File: config.mk
export PLATFORM = sky130hd
export DESIGN_NAME = piso_shift_ctrl_flat
export DESIGN_NICKNAME = d
export VERILOG_FILES = /design/src/rtl/piso_shift_ctrl_if.sv /design/src/rtl/piso_shift_ctrl.sv /design/src/flat_wrapper.sv
export SDC_FILE = /design/constraint.sdc
export NUM_CORES = 1
export LEC_CHECK = 0
export BUFFER_PORTS_ARGS = -buffer_cell sky130_fd_sc_hd__buf_2
export CORE_AREA = 2 2 39 41
export CTS_BUF_LIST = sky130_fd_sc_hd__clkbuf_4
export CTS_CLUSTER_SIZE = 30
export DETAILED_ROUTE_END_ITERATION = 10
export DIE_AREA = 0 0 41 43
export PLACE_DENSITY = 0.61
export SKIP_CTS_REPAIR_TIMING = 1
export SLEW_MARGIN = 20
export SYNTH_ARGS = -nofsm -noshare
export SYNTH_HDL_FRONTEND = slang
export SYNTH_SLANG_ARGS = --single-unit
export TNS_END_PERCENT = 5
File: constraint.sdc
create_clock -name CLK -period 1.2 [get_ports CLK]
set_input_delay 0.06 -clock CLK [delete_from_list [all_inputs] [get_ports CLK]]
set_output_delay 0.06 -clock CLK [all_outputs]
set_load 0.02 [all_outputs]
File: src/rtl/piso_shift_ctrl_if.sv
// Bundle of handshake, PISO pin and frame-strobe signals for piso_shift_ctrl.
// master: word producer / link side; slave: the controller.
interface piso_shift_ctrl_if #(
    parameter int unsigned WIDTH = 8
);
    logic             in_valid;
    logic             in_ready;
    logic [WIDTH-1:0] in_data;
    logic             piso_load;
    logic [WIDTH-1:0] piso_pi;
    logic             piso_si;
    logic             ser_valid;
    logic             ser_first;
    logic             ser_last;
    logic             busy;

    modport master (
        output in_valid,
        output in_data,
        input  in_ready,
        input  piso_load,
        input  piso_pi,
        input  piso_si,
        input  ser_valid,
        input  ser_first,
        input  ser_last,
        input  busy
    );

    modport slave (
        input  in_valid,
        input  in_data,
        output in_ready,
        output piso_load,
        output piso_pi,
        output piso_si,
        output ser_valid,
        output ser_first,
        output ser_last,
        output busy
    );
endinterface

File: src/rtl/piso_shift_ctrl.sv
// Sequencer for an external free-running PISO shift register (MSB first).
// Loads words accepted over valid/ready, then flags the WIDTH cycles in which
// the PISO serial output carries data, with optional idle gap between words.
module piso_shift_ctrl #(
    parameter int unsigned WIDTH   = 8,
    parameter int unsigned GAP     = 0,
    parameter logic        SI_FILL = 1'b0
) (
    input logic              CLK,
    input logic              RESET,
    piso_shift_ctrl_if.slave bus
);
    localparam int unsigned     CNT_W  = $clog2(WIDTH);
    localparam logic [CNT_W-1:0] CNT_LAST = CNT_W'(WIDTH - 1);
    localparam logic [3:0]      GAP_LD = (GAP > 0) ? 4'(GAP - 1) : 4'd0;
    localparam bit              NO_GAP = (GAP == 0);

    typedef enum logic [1:0] {
        S_IDLE  = 2'd0,
        S_SHIFT = 2'd1,
        S_GAP   = 2'd2
    } state_t;

    state_t           state_q, state_d;
    logic [CNT_W-1:0] cnt_q, cnt_d;
    logic [3:0]       gcnt_q, gcnt_d;
    logic             last_bit;
    logic             ready;
    logic             accept;

    assign last_bit = (cnt_q == CNT_LAST);

    // Handshake: ready in IDLE, or on the final bit for zero-gap back-to-back words.
    always_comb begin
        ready  = 1'b0;
        accept = 1'b0;
        if (!RESET) begin
            ready = (state_q == S_IDLE) ||
                    ((state_q == S_SHIFT) && last_bit && NO_GAP);
        end
        accept = bus.in_valid && ready;
    end

    // Next-state logic for the word/gap sequencer.
    always_comb begin
        state_d = state_q;
        cnt_d   = cnt_q;
        gcnt_d  = gcnt_q;
        unique case (state_q)
            S_IDLE: begin
                if (accept) begin
                    state_d = S_SHIFT;
                    cnt_d   = '0;
                end
            end
            S_SHIFT: begin
                if (!last_bit) begin
                    cnt_d = cnt_q + CNT_W'(1);
                end else if (NO_GAP) begin
                    if (accept) begin
                        cnt_d = '0;
                    end else begin
                        state_d = S_IDLE;
                    end
                end else begin
                    state_d = S_GAP;
                    gcnt_d  = GAP_LD;
                end
            end
            S_GAP: begin
                if (gcnt_q == 4'd0) begin
                    state_d = S_IDLE;
                end else begin
                    gcnt_d = gcnt_q - 4'd1;
                end
            end
            default: begin
                state_d = S_IDLE;
            end
        endcase
    end

    // State registers with synchronous reset; reset drops any word in flight.
    always_ff @(posedge CLK) begin
        if (RESET) begin
            state_q <= S_IDLE;
            cnt_q   <= '0;
            gcnt_q  <= '0;
        end else begin
            state_q <= state_d;
            cnt_q   <= cnt_d;
            gcnt_q  <= gcnt_d;
        end
    end

    // Strobes decode registered state only; RESET masks them in the reset cycle.
    always_comb begin
        bus.ser_valid = 1'b0;
        bus.ser_first = 1'b0;
        bus.ser_last  = 1'b0;
        bus.busy      = 1'b0;
        if (!RESET) begin
            bus.ser_valid = (state_q == S_SHIFT);
            bus.ser_first = (state_q == S_SHIFT) && (cnt_q == '0);
            bus.ser_last  = (state_q == S_SHIFT) && last_bit;
            bus.busy      = (state_q != S_IDLE);
        end
    end

    assign bus.in_ready  = ready;
    assign bus.piso_load = accept;
    assign bus.piso_pi   = bus.in_data;
    assign bus.piso_si   = SI_FILL;
endmodule
File: src/flat_wrapper.sv
// flat-port wrapper written by rule: the top's interface ports become plain ports
module piso_shift_ctrl_flat 
#(
    parameter int unsigned WIDTH   = 8,
    parameter int unsigned GAP     = 0,
    parameter logic        SI_FILL = 1'b0
)
  (CLK, RESET, bus_in_valid, bus_in_data, bus_in_ready, bus_piso_load, bus_piso_pi, bus_piso_si, bus_ser_valid, bus_ser_first, bus_ser_last, bus_busy);
  piso_shift_ctrl_if #(.WIDTH(WIDTH)) bus_i ();
  input logic CLK;
  input logic RESET;
  input wire logic [$bits(bus_i.in_valid)-1:0] bus_in_valid;
  input wire logic [$bits(bus_i.in_data)-1:0] bus_in_data;
  output wire logic [$bits(bus_i.in_ready)-1:0] bus_in_ready;
  output wire logic [$bits(bus_i.piso_load)-1:0] bus_piso_load;
  output wire logic [$bits(bus_i.piso_pi)-1:0] bus_piso_pi;
  output wire logic [$bits(bus_i.piso_si)-1:0] bus_piso_si;
  output wire logic [$bits(bus_i.ser_valid)-1:0] bus_ser_valid;
  output wire logic [$bits(bus_i.ser_first)-1:0] bus_ser_first;
  output wire logic [$bits(bus_i.ser_last)-1:0] bus_ser_last;
  output wire logic [$bits(bus_i.busy)-1:0] bus_busy;
  assign bus_i.in_valid = bus_in_valid;
  assign bus_i.in_data = bus_in_data;
  assign bus_in_ready = bus_i.in_ready;
  assign bus_piso_load = bus_i.piso_load;
  assign bus_piso_pi = bus_i.piso_pi;
  assign bus_piso_si = bus_i.piso_si;
  assign bus_ser_valid = bus_i.ser_valid;
  assign bus_ser_first = bus_i.ser_first;
  assign bus_ser_last = bus_i.ser_last;
  assign bus_busy = bus_i.busy;
  piso_shift_ctrl #(.WIDTH(WIDTH), .GAP(GAP), .SI_FILL(SI_FILL)) u_core (.CLK(CLK), .RESET(RESET), .bus(bus_i));
endmodule
==> summary.md <==
| Metric | Value |
|---|---|
| Status | `finished, violations left` |
| Failing checks | `setup timing` |
| Post-Synth XOR/XNOR Area | `0` |
| DRC Markers | `0` |
| Main combinational cell family by area after synthesis | `simple AND/OR/NAND/NOR gates` |
| Die Y | `43 um` |
| Syn Inst Count | `37` |
| DR vias/cell | `4.16` |
| Max Used Layer | `met4` |
| Minimum clock period | `about 1.4 ns` |
| Seq/Total Area, Yosys | `0.262` |
| WP data required | `1.14 ns` |
| Remaining global-route overflow | `0` |
| DRT Pass-1 Iters | `1` |
| RSZ-0062 raised after global routing | `yes` |
| Worst path arrival time | `1.35 ns` |
| Met2 WL | `approximately 300 um` |
| Nets | `58` |
| Final period util | `1.18` |
| P&R area growth vs syn | `32.4%` |
| Fmax | `707 MHz` |
| Synth Area in Adders | `0.123` |
| Inst Count DP | `53` |
| Peak supply drop | `0.360 mV` |
| Largest net degree at the start of global routing | `8` |
| # setup viols final | `7` |
| Maxcap violations | `0` |
| #FFs+latches synth | `4` |
| Initial drt markers | `0` |
| TritonCTS clock tree | `built` |
| Max Root-Sink Buffers | `2` |
| Crit path kind | `flop to primary output` |
| Post-route antenna net violation count | `0` |
| Vias | `241` |
| Crit. End Element | `primary output` |
| Wirelength per Cell | `10.6 um` |
| Clock transition at path regs | `0.04 ns` |
| Final wirelength | `617 um` |
| Post-synthesis mux area share | `0` |
| Vias in the first global route | `225` |
| Initial antenna violation count | `0` |
| Mean post-synth cell area | `a little over 8 um^2` |
| Power Density | `about 980 mW/mm^2` |
| TritonCTS buffer count | `3` |
| Worst hold path type | `primary input to flop` |
| All-Layer GR Usage | `0.0792` |
| Met3 WL | `74 um` |
| Clk Latency, worst-skew pair | `between 0.2 and 0.25 ns` |
| Place WS | `-0.110 ns` |
| Global-route wire length before repair | `848 um` |
| HPWL Detailed | `418 um` |
| Max-slew violation count | `0` |
| Port Buffer Count | `8` |
| Final Hold Vio Count | `0` |
| GPL Wtd Cong | `0.657` |
| Largest fanout on the critical path | `6` |
| CTS sink count | `4` |
| Share of layout cells above drive strength 1 | `0.643` |
| H-tree depth | `1` |
| Cell row count | `14` |
| Syn_nets | `just over 50` |
| Synth Area in Compound Gates | `0.0492` |
| Root buf cell | `clkbuf_4` |
| Number of distinct library cells after synthesis | `15` |
| Ys Warns | `0` |
| Fin cells | `58` |
| Wl on met1 | `220 um` |
| CORE AREA | `around 0.0014 mm^2` |
| Clock Skews | `0.00744 ns` |
| Pleak | `0.177 nW` |
| Synth Area in Simple Gates | `0.283` |
| Chip width | `41 um` |
| Io pins | `26` |
| Post-Syn Area | `305 um^2` |
| Startpoint types | `flop` |
| Initial Util | `0.221` |
| Setup WS post-layout | `-0.214 ns` |
| Die Footprint | `approximately 0.0018 mm^2` |
| Antenna diode count | `0` |
| Power, Total | `0.394 mW` |
| Final core occ | `0.292` |
-- cells in the mapped netlist --
cell | n | area [um^2]
nand2_1 | 3 | 11.3
dfxtp_1 | 4 | 80.1
and3b_1 | 1 | 8.76
buf_4 | 10 | 75.1
or3_1 | 2 | 12.5
nor2_1 | 3 | 11.3
inv_1 | 2 | 7.51
and2_2 | 1 | 7.51
and2_1 | 1 | 6.26
conb_1 | 1 | 3.75
nor2b_4 | 1 | 13.8
a21oi_1 | 3 | 15.0
or3b_1 | 1 | 8.76
nor2b_1 | 1 | 6.26
ha_1 | 3 | 37.5
-- power breakdown --
group / switching [mW] / internal [mW] / total (mW)
combinational: 0.0452 / 0.0378 / 0.0830
sequential: 0.00449 / 0.140 / 0.145
clock: 0.0546 / 0.112 / 0.166
-- metrics by stage --
step	TNS, ns	hold WS (ns)	area [um^2]
after detailed placement	-0.381	0.120	310
after global routing	-1.01	0.0894	404
after floorplan	-0.0265	0.129	310
after global placement	-0.308	0.120	310
after CTS	-1.02	0.0775	333
final	-0.526	0.0882	404
-- flip-flops by register name (all words and copies together), names as in the netlist --
| register | count |
|---|---|
| u_core.state_q | 1 |
| u_core.cnt_q | 3 |
-- final timing paths --
| check | from | to | slack, ns | depth (start not counted) |
|---|---|---|---|---|
| max reg2reg | u_core.cnt_q[1] | u_core.cnt_q[1] | -0.11 | 6 |
| max | u_core.cnt_q[1] | bus_piso_load | -0.21 | 6 |
| min | RESET | u_core.cnt_q[2] | 0.09 | 2 |
| min reg2reg | u_core.cnt_q[0] | u_core.cnt_q[0] | 0.58 | 3 |
-- cell usage in the layout, fill, tap and decap left out, types with 2 or more instances in the layout --
master    synthesis  layout
a21oi_2           0       3
buf_6             0       2
dfxtp_2           0       2
buf_2             0       6
clkbuf_4          0       3
nand2_1           3       3
ha_4              0       2
buf_4            10       4
nor2_1            3       2
inv_1             2       2
dfxtp_1           4       2
-- per-layer routing --
| metal | vias to the layer above | GRT usage |
|---|---|---|
| li1 | 118 | - |
| met5 | - | 0 |
| met3 | 4 | 0.0628 |
| met2 | 13 | 0.109 |
| met4 | 0 | 0.0667 |
| met1 | 106 | 0.0705 |
-- logic make-up (layout without fill, tap and decap cells) --
family,after synthesis,count (layout)
flip-flops,4,4
AO/OA/AOI/OAI,3,3
other,1,1
buffers and inverters,12,17
AND/OR/NAND/NOR,14,14
adder cells (fa/ha/maj),3,3
-- area by class of cell --
class / count / area [um^2]
multi-input cells: 21 / 189
flip-flops and latches: 4 / 82.6
repair buffers: 12 / 82.6
inverters: 2 / 7.51
well taps: 16 / 20.0
clock buffers: 3 / 22.5
fillers: 158 / 980
-- critical path, stage by stage (launching register included) --
cell,delay (ns)
dfxtp_2,0.32
ha_4,0.16
ha_4,0.16
nor2b_4,0.16
nor2_2,0.06
and2_4,0.13
buf_6,0.12
No activity file was read; power rests on OpenSTA's default activity.
